===== config.mk =====
export PLATFORM = sky130hd
export DESIGN_NAME = wrr_arbiter
export DESIGN_NICKNAME = d
export VERILOG_FILES = /design/src/rtl/wrr_arbiter_pkg.sv /design/src/rtl/wrr_arbiter_rr_pick.sv /design/src/rtl/wrr_arbiter.sv
export SDC_FILE = /design/constraint.sdc
export NUM_CORES = 1
export LEC_CHECK = 0
export CAP_MARGIN = 20
export CORE_MARGIN = 2
export CORE_UTILIZATION = 53
export DETAILED_ROUTE_END_ITERATION = 6
export GPL_ROUTABILITY_DRIVEN = 0
export PLACE_DENSITY = 0.87
export SKIP_CTS_REPAIR_TIMING = 1
export SKIP_LAST_GASP = 1
export SLEW_MARGIN = 5
export SYNTH_ARGS = -nofsm -noshare
export SYNTH_HDL_FRONTEND = slang
export SYNTH_HIERARCHICAL = 1
export SYNTH_SLANG_ARGS = --single-unit

===== constraint.sdc =====
create_clock -name clk -period 6.9 [get_ports clk]
set_clock_uncertainty 0.1 [all_clocks]
set_input_delay 1.38 -clock clk [delete_from_list [all_inputs] [get_ports clk]]
set_output_delay 1.38 -clock clk [all_outputs]
set_load 0.01 [all_outputs]

===== src/rtl/wrr_arbiter_pkg.sv =====
// Shared types and defaults for the weighted round-robin memory arbiter.
// Latency: n/a (declarations only).
// Backpressure: n/a.
package wrr_arbiter_pkg;

    typedef enum logic {
        IDLE  = 1'b0,
        GRANT = 1'b1
    } state_t;

    localparam int DEF_REQ_WIDTH = 10;
    localparam int DEF_CREDIT_W  = 3;

endpackage


===== src/rtl/wrr_arbiter_rr_pick.sv =====
// Round-robin priority pick: lowest set request at or above ptr, else lowest set overall.
// Latency: purely combinational.
// Backpressure: none; the caller decides when the pick is consumed.
module rr_pick #(
    parameter int N  = 10,
    parameter int PW = 4
) (
    input  logic [N-1:0]  req,
    input  logic [PW-1:0] ptr,
    output logic [N-1:0]  gnt_oh,
    output logic          vld
);

    logic [N-1:0] mask;
    logic [N-1:0] masked;
    logic [N-1:0] src;

    // Thermometer mask from ptr upward, then isolate the lowest set bit (x & -x).
    always_comb begin
        mask = '0;
        for (int i = 0; i < N; i++) begin
            mask[i] = (PW'(i) >= ptr);
        end
        masked = req & mask;
        src    = (|masked) ? masked : req;
        gnt_oh = src & (~src + N'(1));
        vld    = |req;
    end

endmodule


===== src/rtl/wrr_arbiter.sv =====
// Weighted round-robin arbiter for a shared memory port with burst lock.
// Latency: grant registered, 1 cycle after request; re-arbitration on release has no bubble.
// Backpressure: mem_ready=0 freezes grant, credit and pointer; only an owner dropping req releases.
module wrr_arbiter
    import wrr_arbiter_pkg::*;
#(
    parameter int REQ_WIDTH = DEF_REQ_WIDTH,
    parameter int CREDIT_W  = DEF_CREDIT_W
) (
    input  logic                            clk,
    input  logic                            rst,
    input  logic [REQ_WIDTH-1:0]            req,
    input  logic [REQ_WIDTH*CREDIT_W-1:0]   weight,
    input  logic                            lock,
    input  logic                            mem_ready,
    output logic [REQ_WIDTH-1:0]            gnt,
    output logic                            gnt_valid,
    output logic [$clog2(REQ_WIDTH)-1:0]    gnt_id
);

    localparam int IDW = $clog2(REQ_WIDTH);

    state_t                state_q, state_d;
    logic [REQ_WIDTH-1:0]  gnt_q, gnt_d;
    logic [IDW-1:0]        id_q, id_d;
    logic [IDW-1:0]        ptr_q, ptr_d;
    logic [CREDIT_W-1:0]   credit_q, credit_d;

    logic [IDW-1:0]        owner_nxt;
    logic [IDW-1:0]        pick_ptr;
    logic [REQ_WIDTH-1:0]  pick_oh;
    logic                  pick_vld;
    logic [IDW-1:0]        pick_id;
    logic [CREDIT_W-1:0]   pick_credit;
    logic                  owner_req;

    // During a grant the pick already uses the post-release pointer so a release
    // hands over in the same cycle; in IDLE the stored pointer is used.
    always_comb begin
        owner_nxt = (id_q == IDW'(REQ_WIDTH - 1)) ? '0 : id_q + IDW'(1);
        pick_ptr  = (state_q == GRANT) ? owner_nxt : ptr_q;
        owner_req = |(req & gnt_q);
    end

    rr_pick #(
        .N  (REQ_WIDTH),
        .PW (IDW)
    ) u_pick (
        .req    (req),
        .ptr    (pick_ptr),
        .gnt_oh (pick_oh),
        .vld    (pick_vld)
    );

    // Encode the pick and fetch its weight; a zero weight still buys one transfer.
    always_comb begin
        pick_id     = '0;
        pick_credit = '0;
        for (int i = 0; i < REQ_WIDTH; i++) begin
            if (pick_oh[i]) begin
                pick_id     = IDW'(i);
                pick_credit = weight[i*CREDIT_W +: CREDIT_W];
            end
        end
        if (pick_credit == '0) begin
            pick_credit = CREDIT_W'(1);
        end
    end

    // Next-state, credit and pointer decisions.
    always_comb begin
        logic do_arb;
        state_d  = state_q;
        gnt_d    = gnt_q;
        id_d     = id_q;
        ptr_d    = ptr_q;
        credit_d = credit_q;
        do_arb   = 1'b0;

        case (state_q)
            IDLE: begin
                do_arb = pick_vld;
            end
            GRANT: begin
                if (!owner_req) begin
                    // Owner gave up (even while stalled): release without a transfer.
                    ptr_d  = owner_nxt;
                    do_arb = 1'b1;
                end else if (mem_ready) begin
                    if (lock) begin
                        credit_d = (credit_q > CREDIT_W'(1)) ? credit_q - CREDIT_W'(1) : CREDIT_W'(1);
                    end else if (credit_q > CREDIT_W'(1)) begin
                        credit_d = credit_q - CREDIT_W'(1);
                    end else begin
                        ptr_d  = owner_nxt;
                        do_arb = 1'b1;
                    end
                end
            end
            default: begin
                state_d = IDLE;
            end
        endcase

        if (do_arb) begin
            if (pick_vld) begin
                state_d  = GRANT;
                gnt_d    = pick_oh;
                id_d     = pick_id;
                credit_d = pick_credit;
            end else begin
                state_d  = IDLE;
                gnt_d    = '0;
                id_d     = '0;
                credit_d = '0;
            end
        end
    end

    // State and registered outputs; reset abandons any burst and restarts at requester 0.
    always_ff @(posedge clk or negedge rst) begin
        if (!rst) begin
            state_q  <= IDLE;
            gnt_q    <= '0;
            id_q     <= '0;
            ptr_q    <= '0;
            credit_q <= '0;
        end else begin
            state_q  <= state_d;
            gnt_q    <= gnt_d;
            id_q     <= id_d;
            ptr_q    <= ptr_d;
            credit_q <= credit_d;
        end
    end

    assign gnt       = gnt_q;
    assign gnt_valid = |gnt_q;
    assign gnt_id    = id_q;

endmodule


==> impl_results.md <==
- FMAX: 0.217 GHz
- Remaining antenna violation count: 0
- Kind of cell adding the most delay to the critical path: simple AND/OR/NAND/NOR gates
- Share of post-route cells with drive strength above 1: 9.09%
- Vias after detailed routing: 2,244
- FF+latch count, synth: 22
- CP Capture Type: register
- Global-route congestion overflow total: 0
- Via count of the first global-routing pass: 2,053
- Core region area: 3740 sq um
- Sequential-to-total area share from yosys stat: 26.0%
- # rows: 22
- Number of antenna violations at the first check in global routing: 0
- Biggest fanout along the worst timing path: 9
- Overall die height: 67.3 um
- Power per standard cell area: 515 nW/um^2
- Critical path destination: credit_q[0]
- Crit path largest cell delay: 0.56 ns
- Placed wire-length estimate: 4690 um
- Worst vdd ir: 232 uV
- Least setup slack across all paths after layout: 2.30 ns
- I/O pins: 59
- Per-cell via count in the routed design: 6.30
- Count of endpoints failing hold in the final timing report: 0
- Number of flops mapped to enable cells by yosys: 0
- Max Cap Viol: 0
- Type of the worst min-delay path: register to register
- WP depth: 11
- Global-route usage over all layers: 27.9%
- Reg2reg end: credit_q[0]
- Final TNS setup: 0 ns
- Final standard cell count with taps included and fillers excluded: 356
- Critical path buffer and inverter count: 1
- Max Root-Sink Buffers: 2
- Area delta synth->final: 31.0%
- Min Tclk post-route: 4.60 ns
- Final routed wire length divided by cell count: 16.9 um
- CP arrival: 4.71 ns
- Max_slew headroom: 35.5%
- Worst setup timing slack at the placement stage: 1.87 ns
- Setup repair after global routing missed its margin: false
- CTS Root Cell: sky130_fd_sc_hd__clkbuf_8
- DRC: 0
- Die area: 4520 sq um
- Post-layout instance area: 2780 sq um
- Total number of yosys warnings: 6
- Floorplan die width: 67.3 um
- FF-to-FF setup slack: 2.47 ns
- Post-synth net total: 302
- Cells after synthesis: 256
- CTS tree: yes
- Startpoint of the most critical register-to-register path: state_q
- Number of sinks handled by clock tree synthesis: 22
- Category of the most critical setup path: input port to register
- Placed cell count: 351
- Worst R2R Path Depth: 13
- Run status: completed
- Leakage component of the power: 1.08 nW
- Input/output buffers: 58
- Slowest CP cell: sky130_fd_sc_hd__a21oi_1
- Maximum number of pins on one net before global-route repair: 23
- Mean instance size in the synthesized netlist: 8.28 sq um
- Count of endpoints failing setup in the final report: 0
- Cell-by-cell listing of the critical path: clkdlybuf4s50_1, nor3_1, o2111ai_2, or4_1, a21oi_1, a211oi_1, a211oi_1, nor3b_1, or3_1, nand4_1, o211a_1
- Starting density of the core: 56.7%
- Detailed Routing Iterations Pass 1: 7
- Layout fillers: 303
- CTS clock-pin slew for the worst setup and hold paths: 0.09 ns
- Final worst path period share: 66.7%
- Total detailed-routing wirelength: 6030 um
- Primary FF master, synth: sky130_fd_sc_hd__dfrtp_1
- Critical Path Most Common Cell: sky130_fd_sc_hd__a211oi_1
- Synth async-reset ratio: 100%
- Post-route worst hold slack: 0.390 ns
- Count of distinct cell types in the synthesized netlist: 65
- Number of antenna cells inserted: 0
- Num CTS Buffers: 3
- Cell area reported after detailed placement: 2700 sq um
- Clk_lat worst skew: 0.26 ns
- Number of H-tree levels: 1
- Critical Path Source Type: input port
- Number of pins with negative max-slew slack in the final report: 0
- Endpoint required time on the critical path: 7.01 ns
- Setup crit start: req[7]
- Net count of the finished layout: 355
- Drt initial violations: 233
- Netlist area before placement: 2120 sq um
- Hold path start: ptr_q[0]
- Slew at the pin closest to its max-slew limit: 0.964 ns
- First-pass GRT wire length: 9800 um
## worst min-delay path, cell delays in order, from the launching register on
cell                      delay [ns]
sky130_fd_sc_hd__dfrtp_1        0.35
sky130_fd_sc_hd__nand2_1        0.05
sky130_fd_sc_hd__o21ai_0        0.06
## synthesized netlist by cell type (3+ instances only)
cell | instances | area, sq um
sky130_fd_sc_hd__nand3_1 | 3 | 15.0
sky130_fd_sc_hd__a211oi_1 | 5 | 37.5
sky130_fd_sc_hd__nor3b_1 | 5 | 37.5
sky130_fd_sc_hd__o21ai_0 | 13 | 65.1
sky130_fd_sc_hd__nand3b_1 | 5 | 37.5
sky130_fd_sc_hd__clkbuf_1 | 4 | 15.0
sky130_fd_sc_hd__nor2_1 | 14 | 52.6
sky130_fd_sc_hd__buf_6 | 3 | 33.8
sky130_fd_sc_hd__a22o_1 | 12 | 105
sky130_fd_sc_hd__mux2i_1 | 3 | 30.0
sky130_fd_sc_hd__a21oi_1 | 26 | 130
sky130_fd_sc_hd__a22oi_1 | 5 | 37.5
sky130_fd_sc_hd__nor4_1 | 5 | 31.3
sky130_fd_sc_hd__buf_2 | 6 | 30.0
sky130_fd_sc_hd__dfrtp_1 | 22 | 551
sky130_fd_sc_hd__nand2b_1 | 3 | 18.8
sky130_fd_sc_hd__nor3_1 | 8 | 40.0
sky130_fd_sc_hd__nand4_1 | 3 | 18.8
sky130_fd_sc_hd__o2111ai_1 | 3 | 26.3
sky130_fd_sc_hd__nand2_1 | 27 | 101
sky130_fd_sc_hd__inv_1 | 16 | 60.1
sky130_fd_sc_hd__nor2b_1 | 9 | 56.3
sky130_fd_sc_hd__o2bb2ai_1 | 3 | 26.3
## where the power goes
group          total, mW  internal [mW]  switching [mW]
registers          0.244          0.183          0.0616
logic               1.07          0.479           0.590
clock network      0.120         0.0774          0.0424
## how the worst min path moves through the flow
stage / to / slack (ns) / cells after the start
floorplan: ptr_q[0] / 0.35 / 2
global placement: ptr_q[1] / 0.37 / 2
detailed placement: ptr_q[0] / 0.38 / 2
CTS: ptr_q[0] / 0.40 / 2
global route: ptr_q[0] / 0.42 / 2
finish: ptr_q[0] / 0.39 / 2
## per-layer routing
metal	share of wire, %	global-route usage (%)
met1	44	39.3
met2	47	46.4
met3	8.4	4.33
met4	0.91	3.32
met5	0	0
## kinds of logic after synthesis
kind of cell	Yosys count	synth area share (%)
AO/OA/AOI/OAI	104	40.1
flip-flops	22	26.0
AND/OR/NAND/NOR	93	23.7
adder cells (fa/ha/maj)	2	1.18
XOR/XNOR	1	0.413
multiplexers	3	1.42
buffers and inverters	31	7.26
## final cells by class
type                       instances  area [sq um]  share of cell area [%]
inverter                          16          60.1                    2.16
sequential                        22           551                    19.8
tap                               48          60.1                    2.16
clock inverter                     1          30.0                    1.08
clock buffer                       3          41.3                    1.49
multi-input combinational        203          1420                    51.1
timing repair buffer              63           616                    22.2
## layout by cell type, fill, tap and decap left out, drive strengths merged, types with 9 or more instances in the layout
cell type	n
nor3	9
a21oi	26
o21ai	17
clkdlybuf4s50	58
nand2	28
dfrtp	22
a22o	12
nor2	14
inv	16
nor2b	9
## registers in the layout, indices dropped and copies added (netlist names)
name / count
credit_q: 3
gnt: 10
gnt_id: 4
ptr_q: 4
state_q: 1
## metrics by stage
step | utilization, % | total power [mW]
4_1_cts | 74.1 | 1.42
2_1_floorplan | - | 1.05
3_3_place_gp | 72.2 | 1.27
3_5_place_dp | 72.2 | 1.29
5_1_grt | 74.2 | 1.54
6_report | 74.2 | 1.43
Power figures use the tool's default switching activity.
